File: src/rtl/prog_sequence_detector.sv
// prog_sequence_detector: runtime-programmable serial bit-pattern detector.
// Matches a loadable pattern of 1..MAX_LEN bits on a 1-bit stream, with
// overlapping or non-overlapping matching, a stall input, a registered
// one-cycle match pulse and a saturating match counter.
module prog_sequence_detector #(
  parameter int unsigned         MAX_LEN       = 8,
  parameter int unsigned         LEN_W         = 4,
  parameter int unsigned         CNT_W         = 8,
  parameter logic [MAX_LEN-1:0]  RESET_PATTERN = MAX_LEN'(5),
  parameter int unsigned         RESET_LEN     = 3,
  parameter bit                  RESET_OVERLAP = 1'b1
) (
  input  logic               clock,
  input  logic               reset,
  input  logic               enable,
  input  logic               sequence_in,
  input  logic               load_pattern,
  input  logic [MAX_LEN-1:0] pattern_in,
  input  logic [LEN_W-1:0]   length_in,
  input  logic               overlap_in,
  input  logic               count_clear,
  output logic               detector_out,
  output logic [CNT_W-1:0]   match_count
);

  localparam logic [LEN_W-1:0] MAX_L   = LEN_W'(MAX_LEN);
  localparam logic [LEN_W-1:0] RST_L   = LEN_W'(RESET_LEN);
  localparam logic [CNT_W-1:0] CNT_MAX = '1;

  // Architectural state
  logic [MAX_LEN-1:0] r_hist;
  logic [LEN_W-1:0]   r_fill;
  logic [MAX_LEN-1:0] r_pattern;
  logic [LEN_W-1:0]   r_len;
  logic               r_overlap;
  logic               r_det;
  logic [CNT_W-1:0]   r_cnt;

  // Next-state helpers
  logic [MAX_LEN-1:0] w_hist_next;
  logic [LEN_W-1:0]   w_fill_next;
  logic [LEN_W-1:0]   w_len_load;
  logic [MAX_LEN-1:0] w_mask;
  logic               w_match;
  logic               w_sample;
  logic [CNT_W-1:0]   w_cnt_inc;

  // Shift in the new bit and advance the saturating fill count.
  always_comb begin
    w_hist_next = {r_hist[MAX_LEN-2:0], sequence_in};
    w_fill_next = (r_fill >= MAX_L) ? MAX_L : r_fill + LEN_W'(1);
  end

  // Clamp a requested length into 1..MAX_LEN.
  always_comb begin
    w_len_load = length_in;
    if (length_in == '0) begin
      w_len_load = LEN_W'(1);
    end else if (length_in > MAX_L) begin
      w_len_load = MAX_L;
    end
  end

  // Mask selecting the active low L bits of history and pattern.
  always_comb begin
    w_mask = '0;
    for (int i = 0; i < int'(MAX_LEN); i++) begin
      w_mask[i] = (int'(r_len) > i);
    end
  end

  // Match decision for the bit being sampled this cycle.
  always_comb begin
    w_sample  = enable && !load_pattern;
    w_match   = (w_fill_next >= r_len) &&
                ((w_hist_next & w_mask) == (r_pattern & w_mask));
    w_cnt_inc = (r_cnt == CNT_MAX) ? r_cnt : r_cnt + CNT_W'(1);
  end

  // Pattern registers, history, fill and match pulse; load beats sampling.
  always_ff @(posedge clock) begin
    if (!reset) begin
      r_hist    <= '0;
      r_fill    <= '0;
      r_pattern <= RESET_PATTERN;
      r_len     <= RST_L;
      r_overlap <= RESET_OVERLAP;
      r_det     <= 1'b0;
    end else if (load_pattern) begin
      r_pattern <= pattern_in;
      r_len     <= w_len_load;
      r_overlap <= overlap_in;
      r_fill    <= '0;
      r_det     <= 1'b0;
    end else if (enable) begin
      r_hist <= w_hist_next;
      r_det  <= w_match;
      // Non-overlap mode restarts collection so L fresh bits are needed.
      r_fill <= (w_match && !r_overlap) ? '0 : w_fill_next;
    end else begin
      r_det <= 1'b0;
    end
  end

  // Saturating match counter; clear wins over a same-edge match.
  always_ff @(posedge clock) begin
    if (!reset) begin
      r_cnt <= '0;
    end else if (count_clear) begin
      r_cnt <= '0;
    end else if (w_sample && w_match) begin
      r_cnt <= w_cnt_inc;
    end
  end

  assign detector_out = r_det;
  assign match_count  = r_cnt;

endmodule

File: config.mk
export PLATFORM = sky130hd
export DESIGN_NAME = prog_sequence_detector
export DESIGN_NICKNAME = d
export VERILOG_FILES = /design/src/rtl/prog_sequence_detector.sv
export SDC_FILE = /design/constraint.sdc
export NUM_CORES = 1
export LEC_CHECK = 0
export ABC_CLOCK_PERIOD_IN_PS = 2300
export CAP_MARGIN = 20
export CORE_MARGIN = 3
export CORE_UTILIZATION = 45
export CTS_BUF_LIST = sky130_fd_sc_hd__clkbuf_8
export CTS_CLUSTER_DIAMETER = 30
export DETAILED_ROUTE_END_ITERATION = 12
export PLACE_DENSITY = 0.68
export SETUP_SLACK_MARGIN = 0.5
export SLEW_MARGIN = 20
export SYNTH_ARGS = -nofsm -noshare
export SYNTH_HDL_FRONTEND = slang
export SYNTH_SLANG_ARGS = --single-unit
File: constraint.sdc
create_clock -name clock -period 2.3 [get_ports clock]
set_input_delay 0.575 -clock clock [delete_from_list [all_inputs] [get_ports clock]]
set_output_delay 0.575 -clock clock [all_outputs]
set_load 0.1 [all_outputs]
Word level (Yosys, flattened, before mapping)
Index checks and enable logic that the tools add are counted.

$add $sub $neg: 2. $mul: 0. Divide/modulo/power cells: 0. Magnitude comparators: 11. Equal/unequal tests: 2. Shift-type cells: 0. Multiplexer cells: 4. Bitwise operators: 6. Reduce and logical (&&, ||, !) cells: 12.

Operator list (number): $and A8 B8 Y8 (2); $gt A4 B3 Y1 const B (4); $mux W4 (4); $add A8 B1 Y8 const B (1); $eq A8 B8 Y1 (1); $eq A8 B8 Y1 const B (1); $gt A4 B1 Y1 const B (2); $gt A4 B2 Y1 const B (2); $add A4 B1 Y4 const B (1); $ge A4 B4 Y1 (1); $ge A4 B4 Y1 const B (1); $gt A4 B4 Y1 const B (1); $logic_and A1 B1 Y1 (4); $logic_not A4 Y1 (1); $not A1 Y1 (4); $reduce_and A2 Y1 (2); $reduce_or A2 Y1 (2); $reduce_or A3 Y1 (1); $logic_not A1 Y1 (2).

Bits in registers: 33. Bits in latches: 0. RAM bits: 0. Bits in read-only memories: 0. Bits of input ports: 19. Output and inout bits: 9. Word-level logic and storage cells: 44. Memories kept: 0.

Longest topological paths before layout
Depth after elaboration: 6. Gate-level depth with buffers: 10.

Worst setup path after synthesis
Ideal clock, no wire load.

Path kind: register -> register. Start point: register r_cnt[1] (netlist: match_count[1]). End point: register r_cnt[2] (netlist: match_count[2]). Library setup time: 0.116 ns. Data arrival time: 2.114 ns. Required time: 2.184 ns. Setup slack: 0.069 ns. Cell stages (with the launch flop): 6. Buffers on the path: 0. Clock period less this slack: 2.231 ns. Cell sequence: dfxtp_1 > ha_1 > nand3_1 > o21ai_0 > a21oi_1 > a41o_1.

Cells in the longest elaborated chain, start to end: 3. Elaborated cells between the ends (all ways): 4. Those cells by class: add/sub: 1; eq/ne: 1; bitwise: 1; reduce/logical: 1.

RTL lines: start, declared (line 37) `logic [CNT_W-1:0] r_cnt;`; start signal, assigned (line 112) `r_cnt <= w_cnt_inc;`; branches (longest 3 deep; another with $add A8 B1 Y8).

Parallel ways; which one is timed is not known. A chain may end at the register's enable or synchronous reset.

Worst setup path after layout
Start point: register r_fill[0]. End point: register r_fill[1].

Cells in the longest elaborated chain, start to end: 6. Elaborated cells between the ends (all ways): 7. Those cells by class: add/sub: 1; order compare: 2; mux: 2; reduce/logical: 2.

RTL lines: start, declared (line 32) `logic [LEN_W-1:0] r_fill;`; start signal, assigned (line 99) `r_fill <= (w_match && !r_overlap) ? '0 : w_fill_next;`; $add A4 B1 Y4 / $ge A4 B4 Y1 (equally long branches) (line 51) `w_fill_next = (r_fill >= MAX_L) ? MAX_L : r_fill + LEN_W'(1);`; $mux W4 * (line 51); $ge A4 B4 Y1 (line 75) `w_match = (w_fill_next >= r_len) &&`; $logic_and A1 B1 Y1 (line 75); $logic_and A1 B1 Y1 (line 99); $mux W4 * (line 99).

Mark *: on every way between the ends. The rest lies on a longest branch, timed or not.

==> summary.md <==
| Metric | Value |
|---|---|
| Initial DRT Pass Iterations | 4 |
| Seq/Total Area, Yosys | between 30% and 40% |
| Gr ovfl total | 0 |
| CP Buf/Inv Count | 0 |
| First-pass GRT wire length | 6530 um |
| Leakage | 0.000975 uW |
| Initial antenna violation count | 0 |
| Worst EP arrival | roughly 2.4 ns |
| Number of global-route vias before repair | 1,437 |
| Fmax | around 450 MHz |
| Hold Crit Class | flip-flop to flip-flop |
| Starting Density | between 40% and 50% |
| # hold bufs at CTS | 0 |
| FF-to-FF path depth | 9 |
| Max-slew violation count | 0 |
| Nature of the critical path startpoint | flip-flop |
| Via-to-Cell Ratio | roughly 5.3 |
| Power Density | 575 nW/um^2 |
| Number of distinct library cells after synthesis | 39 |
| Core area | 3520 sq um |
| Top cell family by delay on the critical path | compound AO/OA/AOI/OAI gates |
| Tmin final | 2.22 ns |
| Mean Syn Cell Area | about 8.9 sq um |
| IR drop worst, VDD | 0.000452 V |
| Main flop type after synthesis | dfxtp_1 |
| Asr flop ratio synth | 0% |
| Clk pin slew, worst setup/hold paths | about 0.070 ns |
| Syn Nets | between 200 and 250 |
| Post-synth EDFFs | 0 |
| Unrepaired setup endpoints after global routing | true |
| Top cell type by total area after synthesis | dfxtp_1 |
| Worst-margin pin slew | between 0.3 and 0.4 ns |
| Area share of the largest cell type after synthesis | 38.0% |
| Diodes inserted | 0 |
| GP Congestion | ~0.85 |
| Crit path capture type | flip-flop |
| Routed len/inst | 14.0 um |
| Final core occ | 66.5% |
| Clock skew | 0.00834 ns |
| Warnings, synthesis | 0 |
| Worst slew margin relative to its limit | roughly three quarters |
| Crit path kind | flip-flop to flip-flop |
| Final nets | 261 |
| CP max stage delay | 0.38 ns |
| Number of max-cap violations | 0 |
| Via Count | about 1,500 |
| Mapped Area | roughly 1700 sq um |
| Cell at the slowest stage of the critical path | nor4b_4 |
| H-tree Lvls | 2 |
| CTS tree | built |
| Cell count along the critical path | 9 |
| Share of cells above drive strength 1 | 24.2% |
| Final Cycle Share | a little over nine tenths |
| Total I/O pin count | 28 |
| Root Buffer | clkbuf_8 |
| Dpl hpwl | 2790 um |
| Die ar. | ~4600 sq um |
| CTS buffer count | 5 |
| Pin count of the biggest net entering global routing | 20 |
| Hold path cells | 2 |
| Max Fanout on Critical Path | 4 |
| Clock Sinks | 33 |
| Gr usage total | about a fifth |
| Port bufs | 27 |
| Clock Tree Buf Depth | 2 |
| Row cnt | 21 |
| Fin. Hold Viols | 0 |
| Top post-synthesis cells by area | dfxtp_1 38%, mux2i_1 8.6%, nand2_1 6.7% |
| Status | finished clean |
| Worst path cell trace | ha_4 -> xnor2_2 -> nor2_2 -> ha_2 -> o21a_1 -> o22ai_2 -> nor4b_4 -> a31oi_1 -> a22o_1 |
| Cell with the most instances after synthesis | dfxtp_1 |
| Final wirelength | approximately 4000 um |
| Chip Height | ~70 um |
| Die width | just under 70 um |
| Clk Latency, worst-skew pair | 0.29 ns |
| Gate Count Post-Synth | 195 |
| Worst hold slack | about 0.48 ns |
| Post-synth top cells | 33 x dfxtp_1, 31 x nand2_1, 15 x mux2i_1, 13 x nor2_1, 11 x nor2b_1 |
| Final setup viols | 0 |
| ANT nets after route | 0 |
| DRC Markers | 0 |
| Number of DRC markers in iteration 0 | 83 |
| Data required time of the worst path | 2.47 ns |
| Area Growth Syn to Fin | 34.8% |
| Final setup TNS | 0 ns |
| Synth Register Bits | 33 |
[kinds of logic after synthesis]
group	synth area share, %
adder cells (fa/ha/maj)	5.04
flip-flops	38.0
buffers and inverters	3.67
AND/OR/NAND/NOR	26.9
multiplexers	8.65
AO/OA/AOI/OAI	13.2
XOR/XNOR	4.54
[metal layers]
metal,routed length [um],global-route usage (%),vias to the layer above
li1,-,-,754
met1,1860,24.2,695
met5,0,0,-
met2,1870,31.0,26
met4,70,8.19,0
met3,159,4.93,6
[final timing paths]
path,startpoint,end,slack (ns)
max,r_fill[0]$_SDFFE_PP0P_,r_fill[1]$_SDFFE_PP0P_,0.08
min,r_hist[1]$_SDFFE_PN0P_,r_hist[2]$_SDFFE_PN0P_,0.48
max reg2reg,r_fill[0]$_SDFFE_PP0P_,r_fill[1]$_SDFFE_PP0P_,0.08
min reg2reg,r_hist[1]$_SDFFE_PN0P_,r_hist[2]$_SDFFE_PN0P_,0.48
[flip-flops by register name (all words and copies together) (netlist names)]
name          cells
r_hist            7
r_pattern         8
match_count       8
r_len             4
r_fill            4
detector_out      1
r_overlap         1
[power breakdown]
group	switching (uW)	leakage, uW	internal, uW	total (uW)
Combinational	92.4	0.000640	100	193
Clock	206	0.0000626	348	554
Sequential	13.0	0.000272	586	599
[layout by cell type, fill, tap and decap left out, drive strengths merged, types with 4 or more instances in the layout]
master         netlist  layout
dfxtp               33      33
clkdlybuf4s50        0      17
nor2                13      13
xnor2                6       6
inv                  7       8
nand3                6       6
a21boi               7       7
nand2               33      33
nand2b               8       8
clkbuf               7       6
buf                  1      23
mux2i               15      15
a31oi                4       4
nor2b               11      11
ha                   7       7
[worst register-to-register path: cells and delay by family (launching register included)]
family | cells | cell delay, ns
flops | 1 | 0.36
simple gates | 2 | 0.51
xor+xnor | 1 | 0.13
fa+ha+maj | 2 | 0.38
compound gates | 4 | 0.72
[cell type report]
type                            instances  area, sq um
Clock inverter                          2         33.8
Inverter                                7         26.3
Tap cell                               46         57.6
Sequential cell                        33          674
Fill cell                             315         1180
Clock buffer                            6         82.6
Timing Repair Buffer                   41          360
Multi-Input combinational cell        147         1110
[timing repair]
| action | CTS | global route |
|---|---|---|
| cloned | 1 | 0 |
| setup endpoints to repair | 13 | 16 |
| gates resized for setup | 10 | 6 |
| pin swaps | 7 | 8 |
| buffers inserted | 4 | 1 |
[per-stage QoR]
stage          setup slack (ns)  instances  area [sq um]  power [uW]
6_report                 0.0812        282          2340        1350
5_1_grt                -0.00659        282          2340        1410
4_1_cts                   0.107        281          2300        1350
3_5_place_dp             -0.183        268          2100         790
3_3_place_gp             -0.157        268          2100         784
2_1_floorplan             0.229        195          1770         724
Power figures use the tool's default switching activity.
